### src/rtl/fetch_unit_pkg.sv
// Shared definitions for the instruction fetch unit: data widths, the
// sequential-fetch increment, the fetch state encoding and the branch
// target helper.
package fetch_unit_pkg;

    localparam int XLEN = 64;
    localparam int ILEN = 32;

    // Sequential fetch advances one 32-bit instruction word.
    localparam logic [XLEN-1:0] PC_INC = 64'd4;

    // Fetch state encoding, kept as plain constants for legacy tools.
    typedef logic [1:0] state_t;
    localparam state_t ST_RUN   = 2'd0;
    localparam state_t ST_FLUSH = 2'd1;
    localparam state_t ST_HALT  = 2'd2;

    // The branch immediate is in half-word units, so it is doubled before
    // being added to the branch PC. The sum wraps modulo 2^XLEN.
    function automatic logic [XLEN-1:0] redirect_target(
        input logic [XLEN-1:0] br_pc,
        input logic [XLEN-1:0] br_imm
    );
        return br_pc + (br_imm << 1);
    endfunction

endpackage

### src/rtl/fetch_fifo.sv
// Small synchronous FIFO used as the instruction buffer and the PC tag
// queue. Depth must be a power of two so the pointers wrap naturally.
// Flush empties the FIFO and wins over a push or pop in the same cycle.
// A push into a full FIFO succeeds when a pop happens in the same cycle.
module fetch_fifo #(
    parameter int WIDTH = 96,
    parameter int DEPTH = 2
) (
    input  logic                     clk,
    input  logic                     rst_n,
    input  logic                     push_i,
    input  logic [WIDTH-1:0]         push_data_i,
    input  logic                     pop_i,
    input  logic                     flush_i,
    output logic [WIDTH-1:0]         head_o,
    output logic [$clog2(DEPTH):0]   count_o,
    output logic                     full_o,
    output logic                     empty_o
);

    localparam int AW = $clog2(DEPTH);
    localparam int CW = AW + 1;

    logic [WIDTH-1:0] mem_q [DEPTH];
    logic [AW-1:0]    rd_ptr_q;
    logic [AW-1:0]    wr_ptr_q;
    logic [CW-1:0]    count_q;
    logic             do_push;
    logic             do_pop;

    assign do_pop  = pop_i && (count_q != '0);
    assign do_push = push_i && ((count_q != CW'(DEPTH)) || do_pop);

    // Storage write port.
    // NOTE: the storage array has no reset; pointers and count define what is valid, and readers gate the head with empty.
    always_ff @(posedge clk) begin
        if (do_push && !flush_i) begin
            mem_q[wr_ptr_q] <= push_data_i;
        end
    end

    // Pointer and occupancy tracking.
    // NOTE: sequential state uses non-blocking assignments so every register samples pre-edge values.
    always_ff @(posedge clk or negedge rst_n) begin
        if (!rst_n) begin
            rd_ptr_q <= '0;
            wr_ptr_q <= '0;
            count_q  <= '0;
        end else if (flush_i) begin
            rd_ptr_q <= '0;
            wr_ptr_q <= '0;
            count_q  <= '0;
        end else begin
            if (do_push) begin
                wr_ptr_q <= wr_ptr_q + AW'(1);
            end
            if (do_pop) begin
                rd_ptr_q <= rd_ptr_q + AW'(1);
            end
            count_q <= count_q + CW'(do_push) - CW'(do_pop);
        end
    end

    assign head_o  = mem_q[rd_ptr_q];
    assign count_o = count_q;
    assign full_o  = (count_q == CW'(DEPTH));
    assign empty_o = (count_q == '0);

endmodule

### src/rtl/fetch_unit.sv
// Instruction fetch unit. Issues word-aligned fetches to instruction memory
// while the in-flight plus buffered count leaves room for every response,
// tags each request with its PC, and buffers responses for decode.
// Taken branches redirect fetch; responses for the old path are counted
// and dropped while in FLUSH. A misaligned branch target sets a sticky
// flag and parks the unit in HALT until reset.
module fetch_unit
    import fetch_unit_pkg::*;
#(
    parameter logic [63:0] RESET_PC  = 64'h0,
    parameter int          BUF_DEPTH = 2
) (
    input  logic        clk,
    input  logic        rst_n,
    output logic        imem_req_valid,
    output logic [63:0] imem_req_addr,
    input  logic        imem_req_ready,
    input  logic        imem_rsp_valid,
    input  logic [31:0] imem_rsp_data,
    output logic        inst_valid,
    output logic [31:0] inst,
    output logic [63:0] inst_pc,
    input  logic        inst_ready,
    input  logic        br_taken,
    input  logic [63:0] br_pc,
    input  logic [63:0] br_imm,
    output logic        misalign
);

    // BUF_DEPTH is expected to be a power of two, at least 2.
    localparam int CW = $clog2(BUF_DEPTH) + 1;
    localparam int SW = CW + 1;

    state_t          state_q, state_d;
    logic [XLEN-1:0] pc_q, pc_d;
    logic [CW-1:0]   discard_q, discard_d;
    logic            misalign_q, misalign_d;

    logic [XLEN-1:0] target;
    logic            target_ok;
    logic [CW-1:0]   redir_discard;

    logic [CW-1:0]   tag_count;
    logic [XLEN-1:0] tag_pc;
    logic            tag_full;
    logic            tag_empty;

    logic [CW-1:0]        buf_count;
    logic [XLEN+ILEN-1:0] buf_head;
    logic                 buf_full;
    logic                 buf_empty;

    logic credit_ok;
    logic req_fire;
    logic rsp_keep;
    logic buf_pop;
    logic buf_flush;

    assign target    = redirect_target(br_pc, br_imm);
    assign target_ok = (target[1:0] == 2'b00);

    // Requests are only issued while every possible response has a slot.
    assign credit_ok = ({1'b0, tag_count} + {1'b0, buf_count}) < SW'(BUF_DEPTH);

    // Held low during reset; dropped immediately on a redirect.
    assign imem_req_valid = rst_n && (state_q == ST_RUN) && !br_taken
                            && !tag_full && credit_ok;
    assign imem_req_addr  = pc_q;
    assign req_fire       = imem_req_valid && imem_req_ready;

    // Responses are kept only in RUN and never in a redirect cycle, where
    // they belong to the abandoned path.
    assign rsp_keep  = imem_rsp_valid && !tag_empty && (state_q == ST_RUN)
                       && !br_taken && (!buf_full || buf_pop);
    assign buf_pop   = inst_ready && !buf_empty;
    assign buf_flush = br_taken && (state_q != ST_HALT);

    // Requests outstanding after this cycle, counting the one that fires now
    // and excluding the one that returns now.
    assign redir_discard = tag_count + CW'(req_fire) - CW'(imem_rsp_valid);

    // PC tags of issued requests, in issue order; every response pops one.
    fetch_fifo #(
        .WIDTH (XLEN),
        .DEPTH (BUF_DEPTH)
    ) u_tag_q (
        .clk         (clk),
        .rst_n       (rst_n),
        .push_i      (req_fire),
        .push_data_i (pc_q),
        .pop_i       (imem_rsp_valid),
        .flush_i     (1'b0),
        .head_o      (tag_pc),
        .count_o     (tag_count),
        .full_o      (tag_full),
        .empty_o     (tag_empty)
    );

    // Instruction buffer holding {pc, word} for decode.
    fetch_fifo #(
        .WIDTH (XLEN + ILEN),
        .DEPTH (BUF_DEPTH)
    ) u_inst_buf (
        .clk         (clk),
        .rst_n       (rst_n),
        .push_i      (rsp_keep),
        .push_data_i ({tag_pc, imem_rsp_data}),
        .pop_i       (buf_pop),
        .flush_i     (buf_flush),
        .head_o      (buf_head),
        .count_o     (buf_count),
        .full_o      (buf_full),
        .empty_o     (buf_empty)
    );

    assign inst_valid = !buf_empty && (state_q != ST_HALT);
    assign inst       = inst_valid ? buf_head[ILEN-1:0] : '0;
    assign inst_pc    = inst_valid ? buf_head[XLEN+ILEN-1:ILEN] : '0;
    assign misalign   = misalign_q;

    // Next-state logic for the fetch state machine, issue PC and discard count.
    // NOTE: every output of this block gets a default first, so no path leaves a value unassigned and no latch is inferred.
    always_comb begin
        state_d    = state_q;
        pc_d       = pc_q;
        discard_d  = discard_q;
        misalign_d = misalign_q;

        if (req_fire) begin
            pc_d = pc_q + PC_INC;
        end

        case (state_q)
            ST_RUN: begin
                if (br_taken) begin
                    discard_d = redir_discard;
                    if (target_ok) begin
                        pc_d    = target;
                        state_d = (redir_discard != '0) ? ST_FLUSH : ST_RUN;
                    end else begin
                        misalign_d = 1'b1;
                        state_d    = (redir_discard != '0) ? ST_FLUSH : ST_HALT;
                    end
                end
            end
            ST_FLUSH: begin
                if (imem_rsp_valid) begin
                    discard_d = discard_q - CW'(1);
                end
                if (br_taken) begin
                    if (target_ok) begin
                        pc_d = target;
                    end else begin
                        misalign_d = 1'b1;
                    end
                end
                if (discard_d == '0) begin
                    state_d = misalign_d ? ST_HALT : ST_RUN;
                end
            end
            ST_HALT: begin
                state_d = ST_HALT;
            end
            default: begin
                state_d = ST_RUN;
            end
        endcase
    end

    // State, issue PC, discard count and sticky misalign registers.
    always_ff @(posedge clk or negedge rst_n) begin
        if (!rst_n) begin
            state_q    <= ST_RUN;
            pc_q       <= RESET_PC;
            discard_q  <= '0;
            misalign_q <= 1'b0;
        end else begin
            state_q    <= state_d;
            pc_q       <= pc_d;
            discard_q  <= discard_d;
            misalign_q <= misalign_d;
        end
    end

endmodule

### config.mk
export PLATFORM = sky130hd
export DESIGN_NAME = fetch_unit
export DESIGN_NICKNAME = d
export VERILOG_FILES = /design/src/rtl/fetch_unit_pkg.sv /design/src/rtl/fetch_fifo.sv /design/src/rtl/fetch_unit.sv
export SDC_FILE = /design/constraint.sdc
export NUM_CORES = 1
export LEC_CHECK = 0
export ABC_CLOCK_PERIOD_IN_PS = 6500
export CELL_PAD_IN_SITES_DETAIL_PLACEMENT = 0
export CELL_PAD_IN_SITES_GLOBAL_PLACEMENT = 1
export CORE_MARGIN = 2
export CORE_UTILIZATION = 43
export DETAILED_ROUTE_END_ITERATION = 7
export PLACE_DENSITY = 0.77
export SLEW_MARGIN = 20
export SYNTH_ARGS = -nofsm -noshare
export SYNTH_HDL_FRONTEND = slang
export SYNTH_SLANG_ARGS = --single-unit
### constraint.sdc
create_clock -name clk -period 6.5 [get_ports clk]
set_input_delay 1.3 -clock clk [delete_from_list [all_inputs] [get_ports clk]]
set_output_delay 1.3 -clock clk [all_outputs]
set_load 0.005 [all_outputs]
==> flow_metrics.tcl <==
set metrics [dict create \
    status "completed" \
    startpoint_type "flip-flop" \
    fin_setup_tns_ns 0 \
    portBuffers 327 \
    synth_cells 1621 \
    dp_cells 2484 \
    route.antenna.remaining_nets 0 \
    grt_overflow_total 0 \
    hold_viol 0 \
    clockBufferDepth 3 \
    hpwl_um 35500 \
    max_stage_delay_ns 0.93 \
    ys_seq_elements 397 \
    p_leak_nw 8.95 \
    post-cts-setup-buffers 0 \
    die_w_um 219 \
    grt_pass1_vias 13525 \
    drt_iter0_markers 917 \
    root_buffer "clkbuf_16" \
    max_freq_mhz 237 \
    postLayoutCellArea_mm2 0.0250 \
    antenna_found_initial 0 \
    synthTopCellsByArea "edfxtp_1 49%, dfrtp_1 9.7%, mux2i_1 5.3%" \
    crit_chain "buf_4 > mux2i_1 > nor2_1 > clkdlybuf4s50_1" \
    finalCriticalPeriod_ns 4.22 \
    reg2reg_slack_ns 2.60 \
    synth.yosys.seq_area_share_pct 58.3 \
    clkLatencyLatePin_ns 0.54 \
    ys_types 72 \
    drt_wl_total_um 49200 \
    worstHoldPathCells 0 \
    rows 78 \
    ir_worst_vdd_v 0.000259 \
    setup_slack_ns 2.28 \
    hold-path-endpoint "u_tag_q.mem_q[1][48]$_DFFE_PP_" \
    fin_nets 2161 \
    worstMarginPinSlew_ns 1.01 \
    crit_type "flip-flop to output port" \
    core_mm2 0.0454 \
    syn_area_per_cell_um2 12.2 \
    synth_edf_count 320 \
    synth_flop_cell "edfxtp_1" \
    reg2reg_depth 7 \
    rr_startpoint "u_inst_buf.count_o[0]$_DFF_PN0_" \
    ys_warn_count 0 \
    fin_skew_ns 0.0157 \
    synth_area_mm2 0.0198 \
    synth_async_sr_flop_share_pct 19.4 \
    area_growth_pct 26.0 \
    postCtsHoldBufs 0 \
    cpMaxStageDelayCell "dfrtp_4" \
    dr.pass1.iters 5 \
    placed_cell_area_mm2 0.0237 \
    drc 0 \
    rsz0062_at_grt "false" \
    end_kind "output port" \
    hold_start "imem_req_addr[48]$_DFF_PN0_" \
    grt_start_max_net_pins 97 \
    cts_resized 0 \
    arrival_ns 2.92 \
    pin_count 329 \
    antenna_cells 0 \
    drive_above_1_share_pct 8.75 \
    cts_buffers 38 \
    grt_pass1_wl_um 75900 \
    slew_violations 0 \
    syn_nets 1858 \
    wire_per_inst_um 19.3 \
    vias_per_cell 5.29 \
    cp_max_fo 40 \
    setup_viol 0 \
    htreeDepth 2 \
    cts.sinks 397 \
    fin_util_pct 55.0 \
    die_area_mm2 0.0478 \
    tritoncts "built" \
    clkTransAtPathRegs_ns 0.06 \
    dp_slack_ns 1.82 \
    final_cell_count_no_fill 2554 \
    min_path_type "flip-flop to flip-flop" \
    worstReg2RegEnd "u_tag_q.mem_q[0][45]$_DFFE_PP_" \
    yosys.area.top_type_share_pct 48.5 \
    drv_cap 0 \
    worstPathRequired_ns 5.20 \
    fin_crit_sh_pct 64.9 \
    synth_top_area_cell "edfxtp_1" \
    start_util_pct 43.6 \
    num_vias 13506 \
    track_usage_pct 20.3 \
    place_congestion 0.890 \
    die_h_um 219 \
    p_per_area_mw_per_mm2 373 \
    slew_headroom_pct 32.3 \
]
## how the worst max path moves through the flow
stage	slack (ns)	cells after the start	from	endpoint
3_5_place_dp	1.82	13	br_pc[1]	imem_req_addr[57]$_DFF_PN0_
3_3_place_gp	1.82	13	br_pc[1]	imem_req_addr[57]$_DFF_PN0_
6_report	2.28	4	u_inst_buf.rd_ptr_q$_DFFE_PN0P_	inst_pc[15]
5_1_grt	2.11	4	u_inst_buf.rd_ptr_q$_DFFE_PN0P_	inst_pc[34]
4_1_cts	2.20	4	u_inst_buf.rd_ptr_q$_DFFE_PN0P_	inst_pc[34]
2_1_floorplan	0.95	5	rst_n	u_tag_q.mem_q[0][0]$_DFFE_PP_
## report_power, final
group | switching [mW] | total (mW) | leakage, nW | internal (mW)
Sequential | 0.601 | 3.94 | 3.83 | 3.34
Combinational | 1.47 | 3.15 | 4.51 | 1.68
Clock | 0.930 | 2.21 | 0.607 | 1.28
Total | 3.00 | 9.30 | 8.95 | 6.30
## metrics by stage
| stage | power (mW) | hold slack (ns) |
|---|---|---|
| finish | 9.30 | 0.506 |
| global route | 9.81 | 0.528 |
| CTS | 9.41 | 0.508 |
| detailed placement | 7.17 | 0.495 |
| global placement | 7.10 | 0.485 |
| floorplan | 5.41 | 0.455 |
## synth_stat cells, drive strengths merged (3+ instances only)
cell type  number
o21a            7
inv            25
ha             69
a211o           5
xor2           44
o41ai           3
a31o            3
or3             3
and4           12
nand2b         10
nor3           17
o21bai          9
o211ai          5
o22ai           5
nor2          164
and2            8
nand4          28
o31ai           7
nor4            7
mux2i         105
nand2         124
o21ai          90
xnor2          80
o2111ai         3
a21o           29
nand3          36
a31oi           8
buf            21
a22oi           3
nor2b          16
and3           25
mux2           65
a221oi          5
dfrtp          77
a21boi          4
a21oi          84
a211oi          9
clkbuf         55
edfxtp        320
## state kept, by name, summed over array words and instances (netlist names)
name,flops
u_tag_q.wr_ptr_q,1
u_tag_q.mem_q,128
imem_req_addr,64
discard_q,2
u_inst_buf.wr_ptr_q,1
u_tag_q.count_o,2
u_tag_q.rd_ptr_q,1
misalign,1
u_inst_buf.rd_ptr_q,1
u_inst_buf.mem_q,192
u_inst_buf.count_o,2
state_q,2
## layout by cell type (no fill, tap or decap), types with 6 or more instances in the layout
cell type	count
clkdlybuf4s50_1	326
edfxtp_1	320
nor2_1	164
nand2_1	122
mux2i_1	105
a21oi_1	83
xnor2_1	80
o21ai_0	77
dfrtp_1	75
ha_1	69
mux2_2	65
xor2_1	44
clkbuf_16	38
nand3_1	34
a21o_1	29
nand4_1	28
inv_1	25
and3_1	25
nor2b_1	14
nor3_1	14
and4_1	12
o21ai_1	10
buf_4	10
nand2b_1	9
a211oi_1	9
o21bai_1	9
a31oi_1	8
o21a_1	7
nor4_1	7
clkinv_2	6
clkbuf_1	6
## layout make-up
class / instances / area, µm²
multi-input cells: 1123 / 7900
clock inverters: 23 / 250
flip-flops and latches: 397 / 11500
fillers: 3857 / 20400
clock buffers: 47 / 1010
well taps: 600 / 751
inverters: 25 / 93.8
repair buffers: 339 / 3400
## logic make-up (layout without fill, tap and decap cells)
kind of cell,Yosys count,after routing,synth area share (%)
AND/OR/NAND/NOR,461,461,11.0
multiplexers,170,170,9.01
adder cells (fa/ha/maj),71,71,4.56
XOR/XNOR,124,124,5.49
flip-flops,397,397,58.3
buffers and inverters,101,434,2.00
AO/OA/AOI/OAI,297,297,9.64
## worst max-delay path: cells and delay by family, from the launching register on
kind / cells / cell delay [ns]
buffers and inverters: 2 / 1.09
flip-flops: 1 / 0.93
multiplexers: 1 / 0.16
AND/OR/NAND/NOR: 1 / 0.19
## layer usage
metal / share of wire (%) / global-route usage, % / up-vias
li1: - / - / 6606
met1: 47 / 28.5 / 6515
met2: 46 / 32.6 / 322
met3: 5.1 / 2.96 / 63
met4: 2.5 / 6.33 / 0
met5: 0 / 0 / -
(Power assumes the default switching activity.)
